<file path="src/rtl/sc_spi_target.sv">
// SPI target engine: oversampled CSB/SCLK/MOSI, one-entry TX holding buffer, parallel RX word.
// Optional SC_SPI_TARGET_GLITCH_FILTER_EN adds a 3-sample majority filter on CSB and SCLK.
module sc_spi_target #(
    parameter int SYNC_STAGES = 2    // legal 2..3
) (
    input  logic        SYSCLK,
    input  logic        SYSRSTB,
    input  logic        CPOL,
    input  logic        CPHA,
    input  logic        BORDER,
    input  logic [4:0]  DWIDTH,
    input  logic [31:0] TXDATA,
    input  logic        TXVALID,
    output logic        TXREADY,
    output logic [31:0] RXDATA,
    output logic        RXVALID,
    output logic        TXUNDERRUN,
    output logic        ABORT,
    output logic        SPIBUSY,
    input  logic        CSB,
    input  logic        SCLK,
    input  logic        MOSI,
    output logic        MISO,
    output logic        MISO_OE
);

    typedef enum logic {ST_IDLE, ST_ACTIVE} state_t;

    // Packed as {mosi, sclk, csb}; CSB resets high so no false select edge after reset.
    logic [2:0] sync_reg [SYNC_STAGES];

    generate
        for (genvar gi = 0; gi < SYNC_STAGES; gi++) begin : g_sync
            if (gi == 0) begin : g_first
                always_ff @(posedge SYSCLK or negedge SYSRSTB) begin
                    if (!SYSRSTB) sync_reg[gi] <= 3'b001;
                    else          sync_reg[gi] <= {MOSI, SCLK, CSB};
                end
            end else begin : g_next
                always_ff @(posedge SYSCLK or negedge SYSRSTB) begin
                    if (!SYSRSTB) sync_reg[gi] <= 3'b001;
                    else          sync_reg[gi] <= sync_reg[gi-1];
                end
            end
        end
    endgenerate

    logic csb_s, sclk_s, mosi_s;

`ifdef SC_SPI_TARGET_GLITCH_FILTER_EN
    logic [2:0] csb_hist_reg, sclk_hist_reg;
    logic [1:0] mosi_dly_reg;

    always_ff @(posedge SYSCLK or negedge SYSRSTB) begin
        if (!SYSRSTB) begin
            csb_hist_reg  <= 3'b111;
            sclk_hist_reg <= 3'b000;
            mosi_dly_reg  <= 2'b00;
        end else begin
            csb_hist_reg  <= {csb_hist_reg[1:0],  sync_reg[SYNC_STAGES-1][0]};
            sclk_hist_reg <= {sclk_hist_reg[1:0], sync_reg[SYNC_STAGES-1][1]};
            mosi_dly_reg  <= {mosi_dly_reg[0],    sync_reg[SYNC_STAGES-1][2]};
        end
    end

    // MOSI is delayed by the same two cycles so data stays aligned with the filtered SCLK.
    assign csb_s  = (csb_hist_reg[0] & csb_hist_reg[1]) | (csb_hist_reg[0] & csb_hist_reg[2]) |
                    (csb_hist_reg[1] & csb_hist_reg[2]);
    assign sclk_s = (sclk_hist_reg[0] & sclk_hist_reg[1]) | (sclk_hist_reg[0] & sclk_hist_reg[2]) |
                    (sclk_hist_reg[1] & sclk_hist_reg[2]);
    assign mosi_s = mosi_dly_reg[1];
`else
    assign csb_s  = sync_reg[SYNC_STAGES-1][0];
    assign sclk_s = sync_reg[SYNC_STAGES-1][1];
    assign mosi_s = sync_reg[SYNC_STAGES-1][2];
`endif

    state_t      state_reg, state_next;
    logic        csb_d_reg, sclk_d_reg;
    logic        cpol_reg, cpol_next, cpha_reg, cpha_next, border_reg, border_next;
    logic [4:0]  dwidth_reg, dwidth_next;
    logic [4:0]  bitcnt_reg, bitcnt_next;
    logic        need_load_reg, need_load_next;
    logic [31:0] tx_sr_reg, tx_sr_next;
    logic [31:0] rx_sr_reg, rx_sr_next;
    logic [31:0] tx_buf_reg, tx_buf_next;
    logic        tx_full_reg, tx_full_next;
    logic [31:0] rxdata_reg, rxdata_next;
    logic        rxvalid_reg, rxvalid_next;
    logic        underrun_reg, underrun_next;
    logic        abort_reg, abort_next;

    logic        csb_fall, csb_rise, sclk_lead, sclk_trail, sample_edge, shift_edge;
    logic        do_load, consume;
    logic [4:0]  rx_pos;
    logic [31:0] rx_word;

    assign csb_fall    = csb_d_reg & ~csb_s;
    assign csb_rise    = ~csb_d_reg & csb_s;
    assign sclk_lead   = (sclk_d_reg == cpol_reg) && (sclk_s != cpol_reg);
    assign sclk_trail  = (sclk_d_reg != cpol_reg) && (sclk_s == cpol_reg);
    assign sample_edge = cpha_reg ? sclk_trail : sclk_lead;
    assign shift_edge  = cpha_reg ? sclk_lead : sclk_trail;

    always_comb begin
        state_next     = state_reg;
        cpol_next      = cpol_reg;
        cpha_next      = cpha_reg;
        border_next    = border_reg;
        dwidth_next    = dwidth_reg;
        bitcnt_next    = bitcnt_reg;
        need_load_next = need_load_reg;
        tx_sr_next     = tx_sr_reg;
        rx_sr_next     = rx_sr_reg;
        tx_buf_next    = tx_buf_reg;
        rxdata_next    = rxdata_reg;
        rxvalid_next   = 1'b0;
        underrun_next  = 1'b0;
        abort_next     = 1'b0;
        do_load        = 1'b0;
        consume        = 1'b0;
        rx_pos         = border_reg ? bitcnt_reg : (dwidth_reg - bitcnt_reg);
        rx_word        = rx_sr_reg;
        rx_word[rx_pos] = mosi_s;

        case (state_reg)
            ST_IDLE: begin
                if (csb_fall) begin
                    state_next     = ST_ACTIVE;
                    cpol_next      = CPOL;
                    cpha_next      = CPHA;
                    border_next    = BORDER;
                    dwidth_next    = DWIDTH;
                    bitcnt_next    = 5'd0;
                    rx_sr_next     = 32'd0;
                    need_load_next = CPHA;
                    do_load        = ~CPHA;
                end
            end
            default: begin
                if (csb_rise) begin
                    // CSB release wins over any SCLK edge seen in the same cycle.
                    state_next     = ST_IDLE;
                    abort_next     = (bitcnt_reg != 5'd0);
                    bitcnt_next    = 5'd0;
                    need_load_next = 1'b0;
                end else begin
                    if (shift_edge) begin
                        if (need_load_reg) begin
                            do_load        = 1'b1;
                            need_load_next = 1'b0;
                        end else begin
                            tx_sr_next = border_reg ? (tx_sr_reg >> 1) : (tx_sr_reg << 1);
                        end
                    end
                    if (sample_edge) begin
                        if (bitcnt_reg == dwidth_reg) begin
                            rxdata_next    = rx_word;
                            rxvalid_next   = 1'b1;
                            bitcnt_next    = 5'd0;
                            need_load_next = 1'b1;
                            rx_sr_next     = 32'd0;
                        end else begin
                            rx_sr_next  = rx_word;
                            bitcnt_next = bitcnt_reg + 5'd1;
                        end
                    end
                end
            end
        endcase

        if (do_load) begin
            if (tx_full_reg) begin
                tx_sr_next = tx_buf_reg;
                consume    = 1'b1;
            end else begin
                tx_sr_next    = 32'd0;
                underrun_next = 1'b1;
            end
        end

        // Consume happens before a same-cycle write, so a fresh word stays held.
        tx_full_next = tx_full_reg & ~consume;
        if (TXVALID && !tx_full_reg) begin
            tx_buf_next  = TXDATA;
            tx_full_next = 1'b1;
        end
    end

    always_ff @(posedge SYSCLK or negedge SYSRSTB) begin
        if (!SYSRSTB) begin
            state_reg     <= ST_IDLE;
            csb_d_reg     <= 1'b1;
            sclk_d_reg    <= 1'b0;
            cpol_reg      <= 1'b0;
            cpha_reg      <= 1'b0;
            border_reg    <= 1'b0;
            dwidth_reg    <= 5'd0;
            bitcnt_reg    <= 5'd0;
            need_load_reg <= 1'b0;
            tx_sr_reg     <= 32'd0;
            rx_sr_reg     <= 32'd0;
            tx_buf_reg    <= 32'd0;
            tx_full_reg   <= 1'b0;
            rxdata_reg    <= 32'd0;
            rxvalid_reg   <= 1'b0;
            underrun_reg  <= 1'b0;
            abort_reg     <= 1'b0;
        end else begin
            state_reg     <= state_next;
            csb_d_reg     <= csb_s;
            sclk_d_reg    <= sclk_s;
            cpol_reg      <= cpol_next;
            cpha_reg      <= cpha_next;
            border_reg    <= border_next;
            dwidth_reg    <= dwidth_next;
            bitcnt_reg    <= bitcnt_next;
            need_load_reg <= need_load_next;
            tx_sr_reg     <= tx_sr_next;
            rx_sr_reg     <= rx_sr_next;
            tx_buf_reg    <= tx_buf_next;
            tx_full_reg   <= tx_full_next;
            rxdata_reg    <= rxdata_next;
            rxvalid_reg   <= rxvalid_next;
            underrun_reg  <= underrun_next;
            abort_reg     <= abort_next;
        end
    end

    assign TXREADY    = ~tx_full_reg;
    assign RXDATA     = rxdata_reg;
    assign RXVALID    = rxvalid_reg;
    assign TXUNDERRUN = underrun_reg;
    assign ABORT      = abort_reg;
    assign SPIBUSY    = (state_reg == ST_ACTIVE);
    assign MISO_OE    = SPIBUSY;
    assign MISO       = SPIBUSY ? (border_reg ? tx_sr_reg[0] : tx_sr_reg[dwidth_reg]) : 1'b0;

endmodule
</file>
<file path="config.mk">
export PLATFORM = sky130hd
export DESIGN_NAME = sc_spi_target
export DESIGN_NICKNAME = d
export VERILOG_FILES = /design/src/rtl/sc_spi_target.sv
export SDC_FILE = /design/constraint.sdc
export NUM_CORES = 1
export LEC_CHECK = 0
export BUFFER_PORTS_ARGS = -buffer_cell sky130_fd_sc_hd__clkbuf_2
export CAP_MARGIN = 5
export CORE_ASPECT_RATIO = 1.25
export CORE_MARGIN = 1.5
export CORE_UTILIZATION = 45
export CTS_BUF_LIST = sky130_fd_sc_hd__clkbuf_4
export DETAILED_ROUTE_END_ITERATION = 10
export SYNTH_ARGS = -nofsm -noshare
export SYNTH_HDL_FRONTEND = slang
export SYNTH_SLANG_ARGS = --single-unit
</file>
<file path="constraint.sdc">
create_clock -name SYSCLK -period 4.57 [get_ports SYSCLK]
set_input_delay 0.6855 -clock SYSCLK [delete_from_list [all_inputs] [get_ports SYSCLK]]
set_output_delay 0.6855 -clock SYSCLK [all_outputs]
set_load 0.01 [all_outputs]
</file>
## Word level (Yosys, flattened, before mapping)

Cells that the tools add are included.

- Flip-flop bits (word level): 155
- Output and inout port bits: 39

- $add $sub $neg: 2
- Magnitude comparators: 3
- Equal/unequal tests: 10
- Muxes and demuxes: 52
- Bitwise logic cells: 10
- Reduce and logical (&&, ||, !) cells: 14

Operators by type and width:

| cell | count |
|---|---|
| $mux W32 | 12 |
| $bwmux W32 | 1 |
| $mux W1 | 31 |
| $mux W5 | 6 |
| $lt A5 B6 Y1 const B | 2 |
| $reduce_and A4 Y1 | 2 |
| $not A1 Y1 | 7 |
| $ne A2 B1 Y1 const B | 3 |
| $reduce_bool A2 Y1 | 3 |
| $add A5 B1 Y5 const B | 1 |
| $bmux W1 S5 | 1 |
| $demux W1 S5 | 1 |
| $eq A5 B5 Y1 | 1 |
| $ge A5 B1 Y1 const B | 1 |
| $reduce_bool A5 Y1 | 1 |
| $sub A5 B5 Y5 | 1 |
| $logic_and A1 B1 Y1 | 4 |
| $reduce_and A2 Y1 | 2 |
| $and A1 B1 Y1 | 3 |
| $ne A3 B1 Y1 const B | 1 |
| $reduce_and A3 Y1 | 1 |
| $eq A1 B1 Y1 | 2 |
| $ne A1 B1 Y1 | 2 |
| $ne A2 B2 Y1 const B | 1 |
| $logic_not A1 Y1 | 1 |

## Depth between registers and ports, before layout

Gate-level depths: netlist of run 1.

- Depth in word-level cells: 11
- Depth in mapped cells: 12
- Gate-level depth less buffers: 9

## Worst setup path after synthesis of run 1

Ideal clock, no wire load.

- Path kind: flip-flop to flip-flop
- Start: register dwidth_reg[0]
- End: register rxdata_reg[23] (netlist: RXDATA[23])
- Setup time: 0.138 ns
- Arrival: 2.627 ns
- Data required time: 4.432 ns
- Slack: 1.805 ns
- Cell stages (with the launch flop): 12
- Buffers on the path: 2
- Period minus slack after synthesis: 2.765 ns
- Cell sequence: dfrtp_1 -> buf_2 -> inv_1 -> ha_1 -> inv_1 -> fa_1 -> and3_1 -> or4b_4 -> o211a_2 -> buf_6 -> o311ai_1 -> o211ai_1

- Longest elaborated chain between the ends: 7

Ends and longest elaborated chain:

| what | line | source |
|---|---|---|
| from (decl) | 81 | `logic [4:0] dwidth_reg, dwidth_next;` |
| from (signal assigned) | 216 | `dwidth_reg <= dwidth_next;` |
| $sub A5 B5 Y5 | 122 | `rx_pos = border_reg ? bitcnt_reg : (dwidth_reg - bitcnt_reg);` |
| $mux W5 | 122 |  |
| $lt A5 B6 Y1 (implied by the code) or $ge A5 B1 Y1 (tied branches) | 124 | `rx_word[rx_pos] = mosi_s;` |
| $logic_and A1 B1 Y1 (implied by the code) | 124 |  |
| $mux W1 (implied by the code) | 124 |  |
| $demux W1 S5 | 124 |  |
| $bwmux W32 | 124 |  |
| to (signal assigned) | 223 | `rxdata_reg <= rxdata_next;` |
| to (decl) | 88 | `logic [31:0] rxdata_reg, rxdata_next;` |

Parallel ways exist; a longest one is shown, timed or not.
A chain may end at the register's enable or synchronous reset.

## Worst setup path after layout of run 1

- Start: register dwidth_reg[0]
- End: output port MISO

- Longest elaborated chain between the ends: 4

Ends and longest elaborated chain:

| what | line | source |
|---|---|---|
| $bmux W1 S5 | 237 | `assign MISO = SPIBUSY ? (border_reg ? tx_sr_reg[0] : tx_sr_reg[dwidth_reg]) : 1'b0;` |
| $mux W1 (implied by the code) | 237 |  |
| $mux W1 (2 in series) | 237 |  |
| to (decl) | 23 | `output logic MISO,` |

Every way passes these cells. The select of a mux whose other input is x is not followed.

==> impl_metrics.py, run 1 <==
metrics = {
    "synthesis": {
        "async_reset_ff_share_pct": 100,
        "post-synth-top-count-cell": "dfrtp_1",
        "netlist_instances": 821,
        "synth_edf_count": 0,
        "yosysSeqAreaShare_pct": 45.9,
        "synth_ff_type": "dfrtp_1",
        "syn_area_per_cell_um2": 10.3,
        "synth_area_mm2": 0.00845,
        "synth_top_area_share_pct": 45.0,
        "yosysTopAreaCell": "dfrtp_1",
        "synth.area.top_cells": "dfrtp_1 45%, mux2i_1 7.7%, mux2_2 5.3%",
        "synthTopCellsByCount": "152 x dfrtp_1, 78 x nor2_1, 77 x nand2_1, 65 x mux2i_1, 40 x mux2_2",
        "synth_nets": 874,
        "yosys_warnings": 0,
        "ys_types": 70,
        "ys_ff_latch": 155,
    },
    "detailed_routing": {
        "routedWlPerCell_um": 18.0,
        "dr_total_vias": 6543,
        "vias_per_cell": 5.92,
        "routed_wl_mm": 19.8,
        "ant_nets": 0,
        "drtIter0Drc": 347,
        "drc_errors": 0,
        "drt_first_pass_iters": 5,
    },
    "sta": {
        "timing.hold.ws_ns": 0.173,
        "slew_headroom_pct": 20.7,
        "fmax_mhz": 286,
        "finalCritPeriodShare_pct": 76.5,
        "finalSetupTns_ns": 0,
        "timing.final.max_slew_violations": 0,
        "skew_ns": 0.0275,
        "finalHoldViolations": 0,
        "rsz0062_at_grt": "no",
        "setup_viol": 0,
        "min_period_ns": 3.50,
        "worst_pin_slew_ns": 1.18,
    },
    "clock_tree": {
        "cts_resized": 0,
        "ctsLongestPathBuffers": 2,
        "cts_sinks": 155,
        "htree_levels": 4,
        "cts_tree": "built",
        "clk_latency_ns": 0.58,
        "cts_buffers": 17,
        "hold_buffers": 0,
        "root_buffer": "clkbuf_4",
        "path_clk_slew_ns": 0.13,
        "post_cts_buffers": 0,
    },
    "job": {
        "maxCapViolCount": 0,
    },
    "finish": {
        "drive_gt1_share_pct": 23.3,
        "layout.cells.non_filler": 1105,
        "num-nets-final": 914,
        "area_delta_synth_final_pct": 8.23,
    },
    "floorplan": {
        "die_h_um": 156,
        "pin_count": 85,
        "die_w_um": 126,
        "rows": 55,
        "start_util_pct": 46.3,
        "core-area_mm2": 0.0182,
        "die_area_mm2": 0.0196,
    },
    "setup_path": {
        "arrival_ns": 2.81,
        "crit_type": "flip-flop to output pin",
        "r2r_start": "dwidth_reg[0]",
        "startpoint": "dwidth_reg[0]",
        "crit_fanout": 9,
        "critPathCapture": "MISO",
        "cp.required_ns": 3.88,
        "r2r_end": "rx_sr_reg[31]",
        "endpoint_kind": "output pin",
        "worst_setup_path_start_kind": "flip-flop",
        "reg2reg_depth": 9,
        "rrSetupSlack_ns": 1.31,
    },
    "global_routing": {
        "grt_max_degree": 86,
        "track_usage_pct": 21.0,
        "first_global_vias": 6513,
        "grt_pass1_wl_mm": 33.4,
        "grt_overflow": 0,
        "antenna_found_initial": 1,
    },
    "power": {
        "power_density_mw_per_mm2": 476,
        "leakage_nw": 3.80,
        "peakVddDrop_uv": 288,
    },
    "hold_path": {
        "hold_path_class": "input pin to asynchronous set/reset pin",
    },
    "placed_design": {
        "post-place-cells": 1070,
        "detailed_place_hpwl_mm": 13.8,
        "gp_congestion": 0.822,
        "io_buffers": 84,
    },
    "status": {
        "status": "complete, no violations",
    },
}
## per-layer routing
metal	vias up	track usage [%]	share of wire, %
li1	3122	-	-
met1	3219	25.8	42
met2	167	36.2	51
met3	35	4.27	4.1
met4	0	8.23	2.5
met5	-	0	0
## cell usage in the layout (no fill, tap or decap), drive strengths merged, types with 6 or more instances in the layout
master    n
nor2     79
ha        6
nor3     37
o31ai     9
dfrtp   152
mux4      8
inv      10
buf      17
clkinv    7
clkbuf  104
o311ai   25
nand2    77
o21ai    40
a31oi    11
a221o    31
mux2     41
a21oi    37
mux2i    67
nand3    12
nor2b     7
and3      7
o211ai   31
## area by class of cell
| class | instances | area [µm²] |
|---|---|---|
| clock inverter | 11 | 98.8 |
| sequential | 155 | 3880 |
| timing repair buffer | 100 | 547 |
| fill | 1688 | 9090 |
| inverter | 10 | 37.5 |
| antenna | 3 | 7.51 |
| multi-input combinational | 577 | 4130 |
| clock buffer | 21 | 158 |
| tap | 228 | 285 |
## logic make-up (layout without fill, tap and decap cells)
| family | count (synthesis) | count (layout) | share of synthesized area, % |
|---|---|---|---|
| buffers and inverters | 89 | 142 | 5.43 |
| adders and majority gates | 7 | 7 | 1.13 |
| muxes | 116 | 116 | 15.8 |
| other | 0 | 3 | 0 |
| xor gates and xnor gates | 3 | 3 | 0.489 |
| and+or+nand+nor | 245 | 245 | 13.5 |
| AOI/OAI and AO/OA | 206 | 206 | 17.7 |
| DFF | 155 | 155 | 45.9 |
## worst min-delay path by stage
stage,from,end,slack (ns)
final,SYSRSTB,sync_reg[4],0.17
after CTS,CSB,sync_reg[3],0.14
after global placement,sync_reg[4],sclk_s,0.34
after global routing,CSB,sync_reg[3],0.11
after detailed placement,sync_reg[4],sclk_s,0.34
after floorplan,sync_reg[5],mosi_s,0.33
## metrics by stage
stage | worst slack, ns | power [mW] | utilization (%) | area [µm²]
after floorplan | 1.81 | 3.21 | - | 8450
after global placement | 1.38 | 3.55 | 48.7 | 8880
after detailed placement | 1.33 | 3.61 | 48.7 | 8880
after CTS | 0.979 | 4.40 | 50.1 | 9140
after global routing | 0.708 | 4.66 | 50.2 | 9150
final | 1.07 | 4.35 | 50.2 | 9150
## worst max-delay path, stage by stage (launching register included)
cell,delay (ns)
dfrtp_1,0.69
mux4_2,0.57
mux2_2,0.27
a2111oi_0,0.43
nor3_1,0.14
clkbuf_2,0.16
## power breakdown
group | switching, mW | internal [mW] | leakage (nW)
sequential | 0.330 | 1.71 | 1.99
clock | 0.490 | 0.291 | 0.139
combinational | 0.832 | 0.701 | 1.67
total | 1.65 | 2.70 | 3.80
No activity file was read; power rests on OpenSTA's default activity.
==> run 2: changes to the inputs <==
--- a/config.mk
+++ b/config.mk
@@ -12,6 +12,7 @@
 export CORE_UTILIZATION = 45
 export CTS_BUF_LIST = sky130_fd_sc_hd__clkbuf_4
 export DETAILED_ROUTE_END_ITERATION = 10
+export PLACE_DENSITY = 0.66
 export SYNTH_ARGS = -nofsm -noshare
 export SYNTH_HDL_FRONTEND = slang
 export SYNTH_SLANG_ARGS = --single-unit
==> constraint.sdc (replaced) <==
create_clock -name SYSCLK -period 2.9 [get_ports SYSCLK]
set_input_delay 0.435 -clock SYSCLK [delete_from_list [all_inputs] [get_ports SYSCLK]]
set_output_delay 0.435 -clock SYSCLK [all_outputs]
set_load 0.01 [all_outputs]
==> impl_metrics.py, run 2 (same netlist as run 1, synthesis figures left out) <==
metrics = {
    "status": {
        "status": "complete, no violations",
    },
    "detailed_routing": {
        "vias_per_cell": 5.78,
        "routedWlPerCell_um": 17.0,
        "routed_wl_mm": 19.3,
        "wl_met3_um": 762,
        "highest_layer": "met4",
        "wl_met2_mm": 9.46,
        "drtIter0Drc": 472,
        "dr_total_vias": 6554,
        "wl_met1_mm": 8.56,
        "drt_first_pass_iters": 5,
        "drc_errors": 0,
        "ant_nets": 0,
    },
    "finish": {
        "num-nets-final": 945,
        "final_common_cell": "dfrtp_1",
        "area_delta_synth_final_pct": 14.1,
        "final_cell_mix": "151 x dfrtp_1, 83 x clkbuf_2, 78 x nor2_1",
        "design_area_mm2": 0.00964,
        "drive_gt1_share_pct": 26.3,
    },
    "sta": {
        "setup_viol": 0,
        "fmax_mhz": 350,
        "fin_ws_ns": 0.0398,
        "skew_ns": 0.0197,
        "finalCritPeriodShare_pct": 98.6,
        "slew_headroom_pct": 50.8,
        "finalHoldViolations": 0,
        "min_period_ns": 2.86,
        "worst_pin_slew_ns": 0.738,
        "timing.final.max_slew_violations": 0,
        "rsz0062_at_grt": "yes",
    },
    "global_routing": {
        "first_global_vias": 6492,
        "grt_pass1_wl_mm": 32.9,
        "antenna_found_initial": 1,
        "grt_max_degree": 67,
        "grt_overflow": 0,
        "track_usage_pct": 20.6,
    },
    "setup_path": {
        "crit_type": "flip-flop to output pin",
        "path_cells": "buf_6 > mux4_2 > mux2_4 > a2111oi_4 > nor3_2 > clkbuf_2",
        "cp.required_ns": 2.47,
        "endpoint_kind": "output pin",
        "crit_slowest_cell": "mux4_2",
        "rrSetupSlack_ns": 0.13,
        "r2r_start": "dwidth_reg[0]",
        "worst_setup_path_start_kind": "flip-flop",
        "reg2reg_depth": 10,
        "crit_family": "multiplexers",
        "worst-path-buf-inv": 2,
        "r2r_end": "RXDATA[20]",
        "crit_fanout": 6,
        "critPathMaxStageDelay_ns": 0.52,
        "arrival_ns": 2.43,
    },
    "power": {
        "power_density_mw_per_mm2": 761,
        "leakage_nw": 4.03,
        "finalPower_mw": 7.34,
        "peakVddDrop_uv": 496,
    },
    "floorplan": {
        "pin_count": 85,
        "core-area_mm2": 0.0182,
        "die_w_um": 126,
        "die_h_um": 156,
        "rows": 55,
        "start_util_pct": 46.3,
        "die_area_mm2": 0.0196,
    },
    "placed_design": {
        "dpl-instance-area_mm2": 0.00917,
        "pre_cts_ws_ns": 0.111,
        "gp_congestion": 0.836,
        "io_buffers": 84,
        "detailed_place_hpwl_mm": 13.0,
    },
    "clock_tree": {
        "ctsLongestPathBuffers": 2,
        "cts_tree": "built",
        "cts_buffers": 17,
        "root_buffer": "clkbuf_4",
        "htree_levels": 4,
        "clk_latency_ns": 0.56,
        "cts_sinks": 155,
        "path_clk_slew_ns": 0.15,
    },
    "hold_path": {
        "hp-start": "TXDATA[29]",
        "hold_path_end": "tx_buf_reg[29]",
        "holdPathStages": 2,
        "hold_path_class": "input pin to flip-flop",
    },
    "job": {
        "maxCapViolCount": 0,
    },
}
run 2: cell count changes in the layout (fill, tap and decap cells not counted), sizes merged:
cell / previous run / this run
inv: 10 / 17
clkbuf: 104 / 100
buf: 17 / 44
bufinv: 1 / 3
clkinvlp: 3 / 2
clkinv: 7 / 3
diode: 3 / 1
dlygate4sd3: 0 / 4
run 2: through the flow:
| step | cells | utilization (%) | hold slack [ns] | TNS, ns |
|---|---|---|---|---|
| global placement | 1095 | 50.3 | 0.333 | 0 |
| floorplan | 821 | - | 0.139 | 0 |
| detailed placement | 1095 | 50.3 | 0.336 | 0 |
| global route | 1134 | 52.9 | 0.0310 | -0.0751 |
| CTS | 1133 | 52.6 | 0.0340 | -0.00284 |
| finish | 1134 | 52.9 | 0.0861 | 0 |
run 2: cell type report:
| cell class | count | area, µm² |
|---|---|---|
| flip-flops and latches | 155 | 3880 |
| fillers | 1630 | 8600 |
| repair buffers | 131 | 897 |
| well taps | 228 | 285 |
| clock inverters | 15 | 203 |
| multi-input cells | 577 | 4200 |
| diodes | 1 | 2.50 |
| clock buffers | 17 | 128 |
| inverters | 10 | 37.5 |
run 2: report_power, final:
| part | internal [mW] | leakage, nW | switching, mW |
|---|---|---|---|
| combinational | 1.28 | 1.87 | 1.39 |
| sequential | 2.69 | 1.99 | 0.458 |
| clock | 0.631 | 0.170 | 0.887 |
| total | 4.60 | 4.03 | 2.74 |
run 2: what timing repair did:
item / 4_1_cts / 5_1_grt
pin swaps: 1 / 0
endpoints found under the setup margin: 1 / 11
setup buffers: 2 / 0
endpoints found under the hold margin: 61 / 0
resized for setup: 6 / 10
hold buffers: 4 / 0
run 2: per-layer routing:
layer  vias up  GRT usage (%)
li1       3174              -
met1      3187           26.3
met2       160           34.7
met3        33           3.66
met4         0           8.39
met5         -              0
run 2: worst max-delay path by stage:
stage	from	end	depth (start not counted)	slack (ns)
6_report	dwidth_reg[0]	MISO	6	0.04
5_1_grt	dwidth_reg[0]	MISO	8	-0.08
4_1_cts	dwidth_reg[0]	MISO	6	-0.003
3_5_place_dp	dwidth_reg[0]	RXDATA[24]	10	0.11
3_3_place_gp	dwidth_reg[0]	RXDATA[24]	10	0.22
2_1_floorplan	dwidth_reg[0]	RXDATA[23]	11	0.14
==> run 3: changes to the inputs <==
==> config.mk (replaced) <==
export PLATFORM = sky130hd
export DESIGN_NAME = sc_spi_target
export DESIGN_NICKNAME = d
export VERILOG_FILES = /design/src/rtl/sc_spi_target.sv
export SDC_FILE = /design/constraint.sdc
export NUM_CORES = 1
export LEC_CHECK = 0
export CAP_MARGIN = 5
export CORE_ASPECT_RATIO = 1.25
export CORE_MARGIN = 1.5
export CORE_UTILIZATION = 30
export CTS_BUF_LIST = sky130_fd_sc_hd__clkbuf_4
export DETAILED_ROUTE_END_ITERATION = 10
export DONT_BUFFER_PORTS = 1
export SYNTH_ARGS = -nofsm -noshare
export SYNTH_HDL_FRONTEND = slang
export SYNTH_SLANG_ARGS = --single-unit
==> impl_metrics.py, run 3 (same netlist as run 1, synthesis figures left out) <==
metrics = {
    "status": {
        "status": "finished, violations left",
        "violations": "DRC, hold timing",
    },
    "sta": {
        "setup_viol": 0,
        "min_period_ns": 2.87,
        "timing.hold.ws_ns": -0.470,
        "worst_pin_slew_ns": 0.953,
        "timing.final.max_slew_violations": 0,
        "slew_headroom_pct": 36.5,
        "fmax_mhz": 348,
        "skew_ns": 0.0206,
        "rsz0062_at_grt": "yes",
        "finalCritPeriodShare_pct": 99.1,
        "finalHoldViolations": 155,
    },
    "power": {
        "intPower_mw": 4.37,
        "peakVddDrop_uv": 434,
        "pwr-share-comb_pct": 36.2,
        "power_switching_mw": 2.73,
        "pwr-share-clk_pct": 19.0,
        "finalPower_mw": 7.10,
        "leakage_nw": 3.76,
        "seqPwrFrac_pct": 44.8,
        "power_density_mw_per_mm2": 735,
        "sw_frac_of_total_pct": 38.4,
    },
    "placed_design": {
        "gp_congestion": 0.783,
        "post-place-cells": 1125,
        "detailed_place_hpwl_mm": 13.3,
        "io_buffers": 0,
        "dpl-instance-area_mm2": 0.00879,
    },
    "setup_path": {
        "r2r_end": "RXDATA[24]",
        "crit_fanout": 6,
        "worst_setup_path_start_kind": "flip-flop",
        "cp.required_ns": 2.47,
        "crit_type": "flip-flop to output pin",
        "critPathCapture": "MISO",
        "rrSetupSlack_ns": 0.10,
        "reg2reg_depth": 10,
        "startpoint": "dwidth_reg[0]",
        "arrival_ns": 2.44,
        "r2r_start": "dwidth_reg[0]",
        "endpoint_kind": "output pin",
    },
    "clock_tree": {
        "htree_levels": 4,
        "root_buffer": "clkbuf_4",
        "clk_latency_ns": 0.57,
        "cts_sinks": 155,
        "cts_buffers": 17,
        "hold_buffers": 43,
        "path_clk_slew_ns": 0.16,
        "ctsLongestPathBuffers": 2,
        "cts_tree": "built",
    },
    "detailed_routing": {
        "routedWlPerCell_um": 17.0,
        "drc_errors": 6,
        "routed_wl_mm": 20.4,
        "vias_per_cell": 5.30,
        "dr_total_vias": 6381,
        "drt_first_pass_iters": 9,
        "drtIter0Drc": 423,
        "ant_nets": 0,
    },
    "floorplan": {
        "die_w_um": 153,
        "pin_count": 85,
        "die_h_um": 191,
        "rows": 68,
        "start_util_pct": 30.6,
        "die_area_mm2": 0.0292,
        "core-area_mm2": 0.0277,
    },
    "global_routing": {
        "grt_max_degree": 156,
        "first_global_vias": 6251,
        "grt_overflow": 0,
        "grt_pass1_wl_mm": 33.9,
        "track_usage_pct": 14.4,
        "antenna_found_initial": 2,
    },
    "finish": {
        "final_common_cell": "dfrtp_1",
        "final_cell_mix": "151 x dfrtp_1, 77 x nor2_1, 77 x nand2_1",
        "drive_gt1_share_pct": 18.4,
        "num-nets-final": 892,
        "design_area_mm2": 0.00967,
        "area_delta_synth_final_pct": 14.4,
        "layout.cells.non_filler": 1204,
    },
    "job": {
        "maxCapViolCount": 0,
    },
    "hold_path": {
        "hold_path_class": "input pin to asynchronous set/reset pin",
    },
}
## run 3: cell count changes in the layout (fill, tap and decap cells not counted), moves of 3 or more
cell / change
dlygate4sd3_1: +39
buf_4: -4
o311ai_1: -3
buf_12: -4
clkbuf_2: -83
nor3_1: -3
## run 3: worst max-delay path, stage by stage, from the launching register on
cell       delay (ns)
dfrtp_1          0.39
buf_6            0.15
mux4_2           0.51
mux2_4           0.29
a2111oi_4        0.31
nor3_2           0.07
buf_4            0.16
## run 3: routing by layer
layer  track usage, %  vias up  wire length [µm]
li1                 -     3072                 -
met1             18.1     3128              9140
met2             24.5      166              9930
met3             3.43       15              1080
met4             4.19        0               263
met5                0        -                 0
## run 3: area by class of cell
class / count / area (µm²)
Clock buffer: 17 / 128
Tap cell: 350 / 438
Timing Repair Buffer: 78 / 751
Antenna cell: 2 / 5.00
Inverter: 10 / 37.5
Fill cell: 2766 / 18000
Clock inverter: 15 / 153
Sequential cell: 155 / 3880
Multi-Input combinational cell: 577 / 4270
## run 3: how the worst min path moves through the flow
| stage | startpoint | to | slack (ns) |
|---|---|---|---|
| final | SYSRSTB | TXUNDERRUN | -0.47 |
| after global routing | SYSRSTB | tx_buf_reg[26] | -0.55 |
| after CTS | SYSRSTB | tx_buf_reg[27] | -0.53 |
| after detailed placement | SYSRSTB | tx_buf_reg[27] | 0.14 |
| after global placement | SYSRSTB | tx_buf_reg[26] | 0.14 |
| after floorplan | SYSRSTB | ABORT | 0.14 |
## run 3: power groups by stage
| stage | Sequential [mW] | Combinational [mW] | Clock (mW) |
|---|---|---|---|
| after floorplan | 3.04 | 2.02 | 0 |
| after global placement | 3.21 | 2.38 | 0 |
| after detailed placement | 3.23 | 2.42 | 0 |
| after CTS | 3.19 | 2.51 | 1.40 |
| after global routing | 3.26 | 2.82 | 1.50 |
| final | 3.18 | 2.57 | 1.35 |
## run 3: stage by stage
stage	util, %	setup TNS (ns)	worst slack [ns]
3_5_place_dp	31.8	0	0.0526
2_1_floorplan	-	0	0.135
4_1_cts	34.5	-0.0202	-0.0202
3_3_place_gp	31.8	0	0.0898
6_report	35.0	0	0.0251
5_1_grt	35.0	-0.221	-0.122
## run 3: what timing repair did
| action | in CTS | in global routing |
|---|---|---|
| gates resized for setup | 5 | 21 |
| endpoints found under the setup margin | 1 | 43 |
| hold endpoints to repair | 198 | 155 |
| pin swaps | 2 | 3 |
| setup buffers | 1 | 1 |
